[src/rtl/stopwatch_pkg.sv]
// Shared types and constants for the centisecond stopwatch front end.
package stopwatch_pkg;

    typedef enum logic [1:0] {
        IDLE  = 2'd0,
        RUN   = 2'd1,
        PAUSE = 2'd2,
        LAP   = 2'd3
    } state_t;

    localparam int          COUNT_W   = 14;
    localparam logic [13:0] MAX_COUNT = 14'd9999;
    localparam logic [1:0]  DEC_POS   = 2'd2;

    // The prescaler and the running flag both follow this decode.
    function automatic logic is_running(input state_t s);
        return (s == RUN) || (s == LAP);
    endfunction

endpackage

[src/rtl/tick_prescaler.sv]
// Divides the system clock down to the count rate. The counter advances only
// while run is high, holds otherwise, and is forced to zero by zero.
module tick_prescaler #(
    parameter int DIV = 10
) (
    input  logic clk,
    input  logic rst_n,
    input  logic run,
    input  logic zero,
    output logic tick
);

    localparam int             W    = (DIV > 1) ? $clog2(DIV) : 1;
    localparam logic [W-1:0]   LAST = W'(DIV - 1);

    generate
        if (DIV < 2) begin : g_div_check
            $error("tick_prescaler: DIV must be at least 2");
        end
    endgenerate

    logic [W-1:0] r_cnt;

    assign tick = run && (r_cnt == LAST);

    // Prescaler counter: zero wins, otherwise count 0..DIV-1 while running.
    // NOTE: sequential state uses non-blocking (<=) so every flop samples pre-edge values.
    always_ff @(posedge clk or negedge rst_n) begin
        if (!rst_n) begin
            r_cnt <= '0;
        end else if (zero) begin
            r_cnt <= '0;
        end else if (run) begin
            r_cnt <= tick ? '0 : r_cnt + 1'b1;
        end
    end

endmodule

[src/rtl/stopwatch_ctrl.sv]
// Centisecond stopwatch feeding the seven-segment driver: button edge
// detection, run/pause/lap FSM, 0..9999 count with sticky wrap flag, and a
// registered display value that shows either the live count or a lap hold.
module stopwatch_ctrl
    import stopwatch_pkg::*;
#(
    parameter int CLK_HZ  = 100000000,
    parameter int TICK_HZ = 100
) (
    input  logic        clk,
    input  logic        rst_n,
    input  logic        start_stop,
    input  logic        lap,
    input  logic        clear,
    output logic [15:0] din,
    output logic        bcd,
    output logic [1:0]  dec,
    output logic        enable,
    output logic        running,
    output logic        lap_active,
    output logic        ovf
);

    localparam int DIV = CLK_HZ / TICK_HZ;

    state_t               r_state;
    state_t               w_next_state;
    logic                 r_ss_q;
    logic                 r_lap_q;
    logic                 r_clr_q;
    logic                 r_armed;
    logic                 w_ss_ev;
    logic                 w_lap_ev;
    logic                 w_clr_ev;
    logic                 w_run;
    logic                 w_zero;
    logic                 w_clear_idle;
    logic                 w_lap_latch;
    logic                 w_tick;
    logic [COUNT_W-1:0]   r_count;
    logic [COUNT_W-1:0]   r_lap_hold;
    logic [COUNT_W-1:0]   r_din;
    logic                 r_running;
    logic                 r_lap_active;
    logic                 r_ovf;

    // Edge registers reset to 0, so the first cycle after reset is spent
    // sampling the buttons; a button held through reset then shows no edge.
    assign w_ss_ev  = r_armed & start_stop & ~r_ss_q;
    assign w_lap_ev = r_armed & lap        & ~r_lap_q;
    assign w_clr_ev = r_armed & clear      & ~r_clr_q;

    // start_stop outranks clear, so PAUSE only returns to IDLE on a lone clear.
    assign w_clear_idle = (r_state == PAUSE) & w_clr_ev & ~w_ss_ev;
    assign w_lap_latch  = (r_state == RUN) & w_lap_ev & ~w_ss_ev;
    assign w_run        = is_running(r_state);
    assign w_zero       = (r_state == IDLE) | w_clear_idle;

    tick_prescaler #(
        .DIV (DIV)
    ) u_prescaler (
        .clk   (clk),
        .rst_n (rst_n),
        .run   (w_run),
        .zero  (w_zero),
        .tick  (w_tick)
    );

    // Button sampling for edge detection plus the post-reset arming flag.
    always_ff @(posedge clk or negedge rst_n) begin
        if (!rst_n) begin
            r_ss_q  <= 1'b0;
            r_lap_q <= 1'b0;
            r_clr_q <= 1'b0;
            r_armed <= 1'b0;
        end else begin
            r_ss_q  <= start_stop;
            r_lap_q <= lap;
            r_clr_q <= clear;
            r_armed <= 1'b1;
        end
    end

    // Next-state decode; start_stop takes precedence over lap and clear.
    // NOTE: next state defaults to the current one first, so no path infers a latch.
    always_comb begin
        w_next_state = r_state;
        case (r_state)
            IDLE: begin
                if (w_ss_ev) w_next_state = RUN;
            end
            RUN: begin
                if (w_ss_ev)       w_next_state = PAUSE;
                else if (w_lap_ev) w_next_state = LAP;
            end
            LAP: begin
                if (w_ss_ev)       w_next_state = PAUSE;
                else if (w_lap_ev) w_next_state = RUN;
            end
            PAUSE: begin
                if (w_ss_ev)       w_next_state = RUN;
                else if (w_clr_ev) w_next_state = IDLE;
            end
            default: w_next_state = IDLE;
        endcase
    end

    // State register with registered decodes that move on the same edge.
    always_ff @(posedge clk or negedge rst_n) begin
        if (!rst_n) begin
            r_state      <= IDLE;
            r_running    <= 1'b0;
            r_lap_active <= 1'b0;
        end else begin
            r_state      <= w_next_state;
            r_running    <= is_running(w_next_state);
            r_lap_active <= (w_next_state == LAP);
        end
    end

    // Hundredths counter with wrap at 9999 and sticky overflow flag.
    always_ff @(posedge clk or negedge rst_n) begin
        if (!rst_n) begin
            r_count <= '0;
            r_ovf   <= 1'b0;
        end else if (w_clear_idle) begin
            r_count <= '0;
            r_ovf   <= 1'b0;
        end else if (w_tick) begin
            if (r_count == MAX_COUNT) begin
                r_count <= '0;
                r_ovf   <= 1'b1;
            end else begin
                r_count <= r_count + 1'b1;
            end
        end
    end

    // Lap snapshot; takes the pre-increment count when a tick coincides.
    always_ff @(posedge clk or negedge rst_n) begin
        if (!rst_n) begin
            r_lap_hold <= '0;
        end else if (w_lap_latch) begin
            r_lap_hold <= r_count;
        end
    end

    // Display register: frozen lap value while in LAP, live count otherwise.
    always_ff @(posedge clk or negedge rst_n) begin
        if (!rst_n) begin
            r_din <= '0;
        end else begin
            r_din <= r_lap_active ? r_lap_hold : r_count;
        end
    end

    assign din        = {2'b00, r_din};
    assign bcd        = 1'b1;
    assign dec        = DEC_POS;
    assign enable     = 1'b1;
    assign running    = r_running;
    assign lap_active = r_lap_active;
    assign ovf        = r_ovf;

endmodule

[config.mk]
export PLATFORM = sky130hd
export DESIGN_NAME = stopwatch_ctrl
export DESIGN_NICKNAME = d
export VERILOG_FILES = /design/src/rtl/stopwatch_pkg.sv /design/src/rtl/tick_prescaler.sv /design/src/rtl/stopwatch_ctrl.sv
export SDC_FILE = /design/constraint.sdc
export NUM_CORES = 1
export LEC_CHECK = 0
export ABC_AREA = 1
export ABC_CLOCK_PERIOD_IN_PS = 2000
export BUFFER_PORTS_ARGS = -buffer_cell sky130_fd_sc_hd__buf_2
export CAP_MARGIN = 5
export CELL_PAD_IN_SITES_DETAIL_PLACEMENT = 1
export CELL_PAD_IN_SITES_GLOBAL_PLACEMENT = 1
export CORE_AREA = 5 5 108 110
export DETAILED_ROUTE_END_ITERATION = 10
export DIE_AREA = 0 0 113 115
export HOLD_SLACK_MARGIN = 0.02
export PLACE_DENSITY_LB_ADDON = 0.2
export SLEW_MARGIN = 15
export SYNTH_ARGS = -nofsm -noshare
export SYNTH_HDL_FRONTEND = slang
export SYNTH_SLANG_ARGS = --single-unit
[constraint.sdc]
create_clock -name clk -period 2 [get_ports clk]
set_input_delay 0.1 -clock clk [delete_from_list [all_inputs] [get_ports clk]]
set_output_delay 0.1 -clock clk [all_outputs]
set_load 0.01 [all_outputs]
==> results of run 1 <==
[through the flow]
step | power, mW | instance area, um2
after floorplan | 2.021 | 3652
after global placement | 2.158 | 3850
after detailed placement | 2.180 | 3850
after CTS | 3.335 | 4079
after global routing | 3.458 | 4079
final | 3.268 | 4079
[per-layer routing]
layer  up-vias  track usage  share of wire
met2        36       0.2532           0.51
li1       1519            -              -
met1      1489       0.1809           0.45
met5         -            0              0
met3         9      0.02421          0.027
met4         0      0.05529          0.014
[registers in the layout (all words and copies together) (netlist names), 2 cells and up]
name / cells
r_count: 14
r_state: 2
r_din: 14
u_prescaler.r_cnt: 20
r_lap_hold: 14
[cell families (layout without fill, tap and decap cells)]
logic type      Yosys count  after routing  synth area share
other cells               2              7          0.002067
xor+xnor                  8              8           0.01928
fa+ha+maj                 2              2          0.006886
compound gates           55             55           0.08161
flops                    71             71            0.4890
simple gates            258            258            0.3134
buf+inv                  67             93           0.08781
[path summary, 6_finish.rpt]
check | endpoint | cells past startpoint
hold reg to reg | r_din[0]$_DFF_PN0_ | 2
min in group clk | r_ss_q$_DFF_PN0_ | 2
setup reg to reg | u_prescaler.r_cnt[6]$_DFFE_PN0P_ | 8
hold / removal | r_din[1]$_DFF_PN0_ | 2
max in group asynchronous | u_prescaler.r_cnt[7]$_DFFE_PN0P_ | 3
setup / recovery | u_prescaler.r_cnt[6]$_DFFE_PN0P_ | 8
[power breakdown]
part | internal, mW | switching, mW
clock network | 0.572 | 0.544
registers | 1.51 | 0.0873
logic | 0.162 | 0.393
total | 2.24 | 1.02
[Yosys cell counts (3+ instances only)]
library cell | count | area [um2]
clkbuf_1 | 4 | 15.01
a21oi_1 | 3 | 15.01
buf_6 | 4 | 45.04
inv_1 | 38 | 142.6
xor2_1 | 8 | 70.07
inv_2 | 7 | 26.28
buf_2 | 6 | 30.03
nor2_1 | 51 | 191.4
buf_4 | 8 | 60.06
a21o_1 | 3 | 22.52
dfrtp_1 | 71 | 1777
nor3_1 | 7 | 35.03
nor2_4 | 3 | 33.78
nand2_1 | 127 | 476.7
nand4_1 | 10 | 62.56
nor2_2 | 5 | 31.28
nand3_1 | 48 | 240.2
o21ai_1 | 9 | 45.04
o21ai_0 | 37 | 185.2
[layout make-up]
type,instances,area [um2],share of cell area
clock inverter,6,61.31,0.01503
clock buffer,10,127.6,0.03129
timing repair buffer,32,212.7,0.05215
tap,140,175.2,0.04294
sequential,71,1777,0.4356
inverter,45,168.9,0.04141
multi-input combinational,330,1556,0.3816
[what timing repair did]
| item | in CTS | in global routing |
|---|---|---|
| hold buffers | 4 | 0 |
| buffers inserted | 0 | 0 |
| hold endpoints to repair | 36 | 0 |
==> flow_summary.json, run 1 <==
{
  "outcome": "completed",
  "drive_gt1_frac": 0.1356,
  "fmax_mhz": 581.8,
  "critPathRequiredTime_ns": 2.23,
  "end_kind": "register",
  "path_cells": "ha_1 -> nand3_1 -> nor2_2 -> nand3_2 -> nand2_2 -> inv_2 -> nor2_4 -> nor2_1",
  "clock_path_buffers": 2,
  "route.detailed.drc": 0,
  "critPathArrivalTime_ns": 1.95,
  "row_count": 38,
  "hold_violations": 0,
  "utilization": 0.3847,
  "grt_pass1_vias": 3101,
  "routedWlPerCell_um": 14.08,
  "grt_max_degree": 36,
  "path_buf_inv": 1,
  "slowest_stage": "dfrtp_1",
  "layout_min_cycle_time_ns": 1.719,
  "final_min_period_over_clock_period": 0.8594,
  "cts_buffers": 9,
  "crit_fanout": 7,
  "grt_pass1_wl_um": 15170,
  "gp_congestion": 0.7775,
  "peakVddDrop_v": 0.0002977,
  "worst_slack_ns": 0.2812,
  "cts_root_buf": "clkbuf_8",
  "via_per_inst": 4.815,
  "p_per_area_mw_per_mm2": 801.2,
  "initial_core_util": 0.3427,
  "groute.usage.overall": 0.1452,
  "netlist_area_mm2": 0.003633,
  "io_pins": 28,
  "ys_ff_latch": 71,
  "final_cell_mix": "127 x nand2_1, 71 x dfrtp_1, 51 x nor2_1, 48 x nand3_1, 38 x inv_1",
  "synth_cells": 463,
  "vias": 3053,
  "chipHeight_um": 115,
  "report.final.slew_viol_count": 0,
  "fill_cells": 1335,
  "cp_top_family": "simple AND/OR/NAND/NOR gates",
  "fin_hold_ws_ns": 0.2568,
  "r2r-start": "u_prescaler.r_cnt[0]$_DFFE_PN0P_",
  "clk_pin_slew_ns": 0.08,
  "antenna_cells": 0,
  "nets": 496,
  "worst_hold_path_type": "in2async",
  "gr-total-overflow": 0,
  "die_area_mm2": 0.01300,
  "power_leakage_nw": 1.910,
  "syn_to_final_growth_pct": 12.26,
  "ys_seq_area_frac": 0.4890,
  "final_common_cell": "nand2_1",
  "wl_um": 8929,
  "io_buffers": 21,
  "clock_skew_ns": 0.01113,
  "slowest_delay_ns": 0.40,
  "dp_hpwl_um": 6636,
  "finalSetupTns_ns": 0,
  "setup_violations": 0,
  "max-cap-violations": 0,
  "ys_warn_count": 0,
  "core_mm2": 0.01060,
  "placed_cells": 614,
  "dp_slack_ns": 0.2676,
  "worstSkewPairLatency_ns": 0.35,
  "die_w_um": 113,
  "async_flop_share": 1.000,
  "fin_cells": 634,
  "synth_edf_count": 0,
  "drt_iter0_drc": 135,
  "criticalPathCategory": "reg2reg",
  "clock_sinks": 71,
  "cts_resized": 0,
  "antenna_left": 0,
  "drtPass1Iterations": 4,
  "synth_area_per_cell_um2": 7.848,
  "synth_cell_types": 29,
  "htreeDepth": 3,
  "cts_tree": "built",
  "start_kind": "register",
  "rsz0062_at_grt": "false",
  "r2r_slack_ns": 0.28,
  "ys.flop_type": "dfrtp_1",
  "critPathLaunch": "u_prescaler.r_cnt[0]$_DFFE_PN0P_",
  "antenna_found_initial": 0
}
(Power assumes the default switching activity.)
==> run 2: changes to the inputs <==
--- a/config.mk
+++ b/config.mk
@@ -11,11 +11,13 @@
 export CAP_MARGIN = 5
 export CELL_PAD_IN_SITES_DETAIL_PLACEMENT = 1
 export CELL_PAD_IN_SITES_GLOBAL_PLACEMENT = 1
-export CORE_AREA = 5 5 108 110
+export CORE_AREA = 5 5 120 100
+export CTS_CLUSTER_DIAMETER = 30
 export DETAILED_ROUTE_END_ITERATION = 10
-export DIE_AREA = 0 0 113 115
+export DIE_AREA = 0 0 125 105
 export HOLD_SLACK_MARGIN = 0.02
 export PLACE_DENSITY_LB_ADDON = 0.2
+export REMOVE_ABC_BUFFERS = 1
 export SLEW_MARGIN = 15
 export SYNTH_ARGS = -nofsm -noshare
 export SYNTH_HDL_FRONTEND = slang
==> run 2 against run 1 <==
  * Clock power rose by 64%
  * Design area is 3.7% higher
  * Sequential cell count unchanged
  * Critical path depth did not move
  * Die area grew 1.0%
  * Clock-buffer cell count unchanged
  * Sequential share of layout area down 1.5 points
  * Critical path type unchanged
  * Largest cell class unchanged
==> flow_summary.json, run 2 (synthesis results as in run 1) <==
{
  "outcome": "completed",
  "core_mm2": 0.01059,
  "rsz0062_at_grt": "false",
  "grt_pass1_wl_um": 16000,
  "drtPass1Iterations": 4,
  "route.detailed.drc": 0,
  "final_min_period_over_clock_period": 0.9180,
  "fin_cells": 639,
  "fmax_mhz": 544.7,
  "finalSetupTns_ns": 0,
  "cts_setup_buffers": 0,
  "p_per_area_mw_per_mm2": 943.8,
  "clock_sinks": 71,
  "antenna_found_initial": 0,
  "slew_headroom": 0.4164,
  "vias": 3102,
  "seq_area_mm2": 0.001777,
  "clk_pin_slew_ns": 0.06,
  "final_area_mm2": 0.004228,
  "final_cell_mix": "127 x nand2_1, 71 x dfrtp_1, 51 x nor2_1, 48 x nand3_1, 38 x inv_1",
  "criticalPathCategory": "reg2reg",
  "wl_um": 9395,
  "chipHeight_um": 105,
  "drive_gt1_frac": 0.1374,
  "gr-total-overflow": 0,
  "regMostFlops": "u_prescaler.r_cnt",
  "clock_skew_ns": 0.004695,
  "antenna_cells": 0,
  "placed_cells": 619,
  "antenna_left": 0,
  "critPathArrivalTime_ns": 2.05,
  "start_kind": "register",
  "io_buffers": 21,
  "worst_hold_path_type": "in2async",
  "groute.usage.overall": 0.1500,
  "multi_input_area_mm2": 0.001556,
  "largest_reg_flops": 20,
  "dp_slack_ns": 0.1749,
  "worstSkewPairLatency_ns": 0.33,
  "clock_path_buffers": 2,
  "layout_min_cycle_time_ns": 1.836,
  "die_w_um": 125,
  "grt_pass1_vias": 3197,
  "cts_buffers": 9,
  "via_per_inst": 4.854,
  "initial_core_util": 0.3430,
  "gp_congestion": 0.8115,
  "critPathRequiredTime_ns": 2.22,
  "utilization": 0.3991,
  "max-cap-violations": 0,
  "end_kind": "register",
  "routedWlPerCell_um": 14.70,
  "die_area_mm2": 0.01313,
  "power_mw": 3.990,
  "report.final.slew_viol_count": 0,
  "cts_root_buf": "clkbuf_16",
  "io_pins": 28,
  "drt_iter0_drc": 149,
  "syn_to_final_growth_pct": 16.36,
  "power_leakage_nw": 1.981,
  "htreeDepth": 3,
  "dpl_cell_area_mm2": 0.003850,
  "worst_slack_ns": 0.1640,
  "peakVddDrop_v": 0.0006188,
  "crit_fanout": 7,
  "final_common_cell": "nand2_1",
  "max_slew.worst_pin.slew_ns": 0.8755,
  "dp_hpwl_um": 6753,
  "hold_violations": 0,
  "fin_hold_ws_ns": 0.3035,
  "nets": 497,
  "cts_tree": "built",
  "setup_violations": 0,
  "row_count": 34,
  "grt_max_degree": 42,
  "fill_cells": 1292
}
==> run 2: repair_timing <==
item / 4_1_cts / 5_1_grt
resized for setup: 0 / 0
hold buffers: 4 / 0
hold endpoints to repair: 41 / 0
==> run 2: path summary, 6_finish.rpt <==
check / cells past startpoint / endpoint / slack [ns] / from
min reg2reg: 2 / r_lap_hold[0]$_DFFE_PN0P_ / 0.49 / r_lap_hold[0]$_DFFE_PN0P_
min: 2 / u_prescaler.r_cnt[11]$_DFFE_PN0P_ / 0.30 / rst_n
min in group clk: 2 / r_clr_q$_DFF_PN0_ / 0.43 / clear
max reg2reg: 8 / u_prescaler.r_cnt[3]$_DFFE_PN0P_ / 0.16 / u_prescaler.r_cnt[0]$_DFFE_PN0P_
max in group asynchronous: 3 / r_count[13]$_DFFE_PN0P_ / 1.12 / rst_n
max: 8 / u_prescaler.r_cnt[3]$_DFFE_PN0P_ / 0.16 / u_prescaler.r_cnt[0]$_DFFE_PN0P_
==> run 2: cell type report <==
cell class,count,area share
clock buffers,10,0.05416
well taps,144,0.04262
inverters,45,0.03995
flip-flops and latches,71,0.4202
multi-input cells,330,0.3682
clock inverters,6,0.02575
repair buffers,33,0.04913
==> run 2: critical path, stage by stage, from the launching register on <==
cell and delay (ns):
dfrtp_1 0.41, ha_1 0.23, nand3_1 0.13, nor2_2 0.22, nand3_2 0.16, nand2_2 0.15, inv_2 0.11, nor2_4 0.22
nor2_1 0.08
==> run 2: routing by layer <==
metal | share of wire | up-vias | GRT usage | wire length [um]
met1 | 0.51 | 1512 | 0.2114 | 4753
met2 | 0.45 | 63 | 0.2272 | 4221
met4 | 0.0076 | 0 | 0.05031 | 71
met3 | 0.037 | 4 | 0.03570 | 349
li1 | - | 1523 | - | -
met5 | 0 | - | 0 | 0
==> run 2: report_power, final <==
part,internal [mW],switching [mW],total (mW)
clock network,1.22,0.626,1.84
logic,0.154,0.355,0.509
registers,1.51,0.127,1.64
==> run 3: changes to the inputs <==
--- a/config.mk
+++ b/config.mk
@@ -12,12 +12,12 @@
 export CELL_PAD_IN_SITES_DETAIL_PLACEMENT = 1
 export CELL_PAD_IN_SITES_GLOBAL_PLACEMENT = 1
 export CORE_AREA = 5 5 120 100
-export CTS_CLUSTER_DIAMETER = 30
 export DETAILED_ROUTE_END_ITERATION = 10
 export DIE_AREA = 0 0 125 105
 export HOLD_SLACK_MARGIN = 0.02
 export PLACE_DENSITY_LB_ADDON = 0.2
 export REMOVE_ABC_BUFFERS = 1
+export SETUP_SLACK_MARGIN = 0.3
 export SLEW_MARGIN = 15
 export SYNTH_ARGS = -nofsm -noshare
 export SYNTH_HDL_FRONTEND = slang
==> run 3 against run 2 <==
  * Combinational power grew 13%
  * Non-clock buffer count up 5
  * Critical endpoint unchanged
  * Critical path type unchanged
  * Sequential power is essentially flat
  * Register-to-register slack better by 0.22 ns
  * Routed wire length up 0.96%
  * Die area is the same
  * Via count decreased by 0.26%
  * First-iteration DRC count grew 2.7%
==> flow_summary.json, run 3 (synthesis results as in run 1) <==
{
  "dp_hpwl_um": 6753,
  "htreeDepth": 3,
  "final_min_period_over_clock_period": 0.8104,
  "final_common_cell": "nand2_1",
  "die_w_um": 125,
  "wl_um": 9485,
  "cts_tree": "built",
  "clk_pin_slew_ns": 0.06,
  "groute.usage.overall": 0.1507,
  "io_buffers": 21,
  "fill_cells": 1292,
  "gr-total-overflow": 0,
  "grtUsageMet1": 0.2130,
  "critPathArrivalTime_ns": 1.84,
  "hold_violations": 0,
  "power_mw": 4.068,
  "p_per_area_mw_per_mm2": 936.1,
  "grt_pass1_wl_um": 16090,
  "seq_area_mm2": 0.001779,
  "slowest_delay_ns": 0.41,
  "regMostFlops": "u_prescaler.r_cnt",
  "clock_sinks": 71,
  "grtUsageMet2": 0.2276,
  "outcome": "completed",
  "cpMostUsedCell": "nor2_4",
  "gp_congestion": 0.8115,
  "clock_skew_ns": 0.004633,
  "cts_buffers": 9,
  "cts_root_buf": "clkbuf_16",
  "nets": 502,
  "final_cell_mix": "125 x nand2_1, 69 x dfrtp_1, 47 x nand3_1, 44 x nor2_1, 38 x inv_1",
  "worst_hold_path_type": "in2async",
  "antenna_cells": 0,
  "drt_iter0_drc": 153,
  "row_count": 34,
  "grt_max_degree": 42,
  "io_pins": 28,
  "slowest_stage": "dfrtp_1",
  "busiest_layer": "met2",
  "routedWlPerCell_um": 14.73,
  "slew_headroom": 0.6381,
  "end_kind": "register",
  "drive_gt1_frac": 0.1780,
  "criticalPathCategory": "reg2reg",
  "syn_to_final_growth_pct": 19.59,
  "path_cells": "ha_4 -> nand3_2 -> nor2_4 -> nand3_4 -> nand2_4 -> inv_2 -> nor2_4 -> nor2_1",
  "core_mm2": 0.01059,
  "die_area_mm2": 0.01313,
  "clock_path_buffers": 2,
  "crit_fanout": 7,
  "fmax_mhz": 617.0,
  "rsz0062_at_grt": "true",
  "cp_top_family": "simple AND/OR/NAND/NOR gates",
  "met3_usage": 0.03570,
  "antenna_found_initial": 0,
  "critPathLaunch": "u_prescaler.r_cnt[1]$_DFFE_PN0P_",
  "layout_min_cycle_time_ns": 1.621,
  "report.final.slew_viol_count": 0,
  "critPathRequiredTime_ns": 2.22,
  "finalSetupTns_ns": 0,
  "rr_worst_depth": 8,
  "drtPass1Iterations": 4,
  "placed_cells": 619,
  "setup_violations": 0,
  "vias": 3094,
  "chipHeight_um": 105,
  "max_slew.worst_pin.slew_ns": 0.5428,
  "r2r-start": "u_prescaler.r_cnt[1]$_DFFE_PN0P_",
  "start_kind": "register",
  "max-cap-violations": 0,
  "path_buf_inv": 1,
  "antenna_left": 0,
  "peakVddDrop_v": 0.0006058,
  "grt_pass1_vias": 3212,
  "crit_cells": 8,
  "worstSkewPairLatency_ns": 0.33,
  "route.detailed.drc": 0,
  "fin_cells": 644,
  "largest_reg_flops": 20,
  "multi_input_area_mm2": 0.001630,
  "via_per_inst": 4.804,
  "initial_core_util": 0.3430,
  "power_leakage_nw": 2.008
}
## run 3: power by group
group          internal [mW]  total [mW]  switching, mW  leakage [nW]
sequential              1.52        1.65          0.136         0.969
combinational          0.202       0.575          0.373         0.872
clock                   1.22        1.84          0.624         0.166
total                   2.93        4.07           1.13          2.01
## run 3: stage by stage
step	setup slack [ns]	util	area [um2]	hold slack [ns]
5_1_grt	0.2318	0.4102	4345	0.3569
3_5_place_dp	0.1749	0.3635	3850	0.1352
2_1_floorplan	0.3362	-	3502	-0.1956
3_3_place_gp	0.1346	0.3635	3850	0.1334
6_report	0.3792	0.4102	4345	0.3042
4_1_cts	0.3139	0.4030	4269	0.3194
## run 3: path summary, 6_finish.rpt
kind                                                     endpoint  slack [ns]
worst max-delay path             u_prescaler.r_cnt[3]$_DFFE_PN0P_        0.38
worst min-delay path            u_prescaler.r_cnt[11]$_DFFE_PN0P_        0.30
worst max register to register   u_prescaler.r_cnt[3]$_DFFE_PN0P_        0.38
worst min register to register                 r_din[2]$_DFF_PN0_        0.49
max in group asynchronous                    lap_active$_DFF_PN0_        1.12
min in group clk                                r_clr_q$_DFF_PN0_        0.43
## run 3: what timing repair did
item / CTS / global route
pin swaps: 2 / 1
setup endpoints to repair: 11 / 23
hold buffers: 4 / 0
buffers inserted: 2 / 3
endpoints found under the hold margin: 41 / 0
gates resized for setup: 6 / 16
cloned: 0 / 0
## run 3: layout make-up
type / count / share of cell area
clock buffers: 10 / 0.05269
multi-input cells: 330 / 0.3752
inverters: 45 / 0.03887
repair buffers: 38 / 0.05730
clock inverters: 6 / 0.02505
flip-flops and latches: 71 / 0.4094
well taps: 144 / 0.04146
## run 3: routing by layer
layer | vias up | part of all wire
li1 | 1534 | -
met1 | 1513 | 0.51
met2 | 43 | 0.45
met3 | 4 | 0.034
met4 | 0 | 0.0060
met5 | - | 0
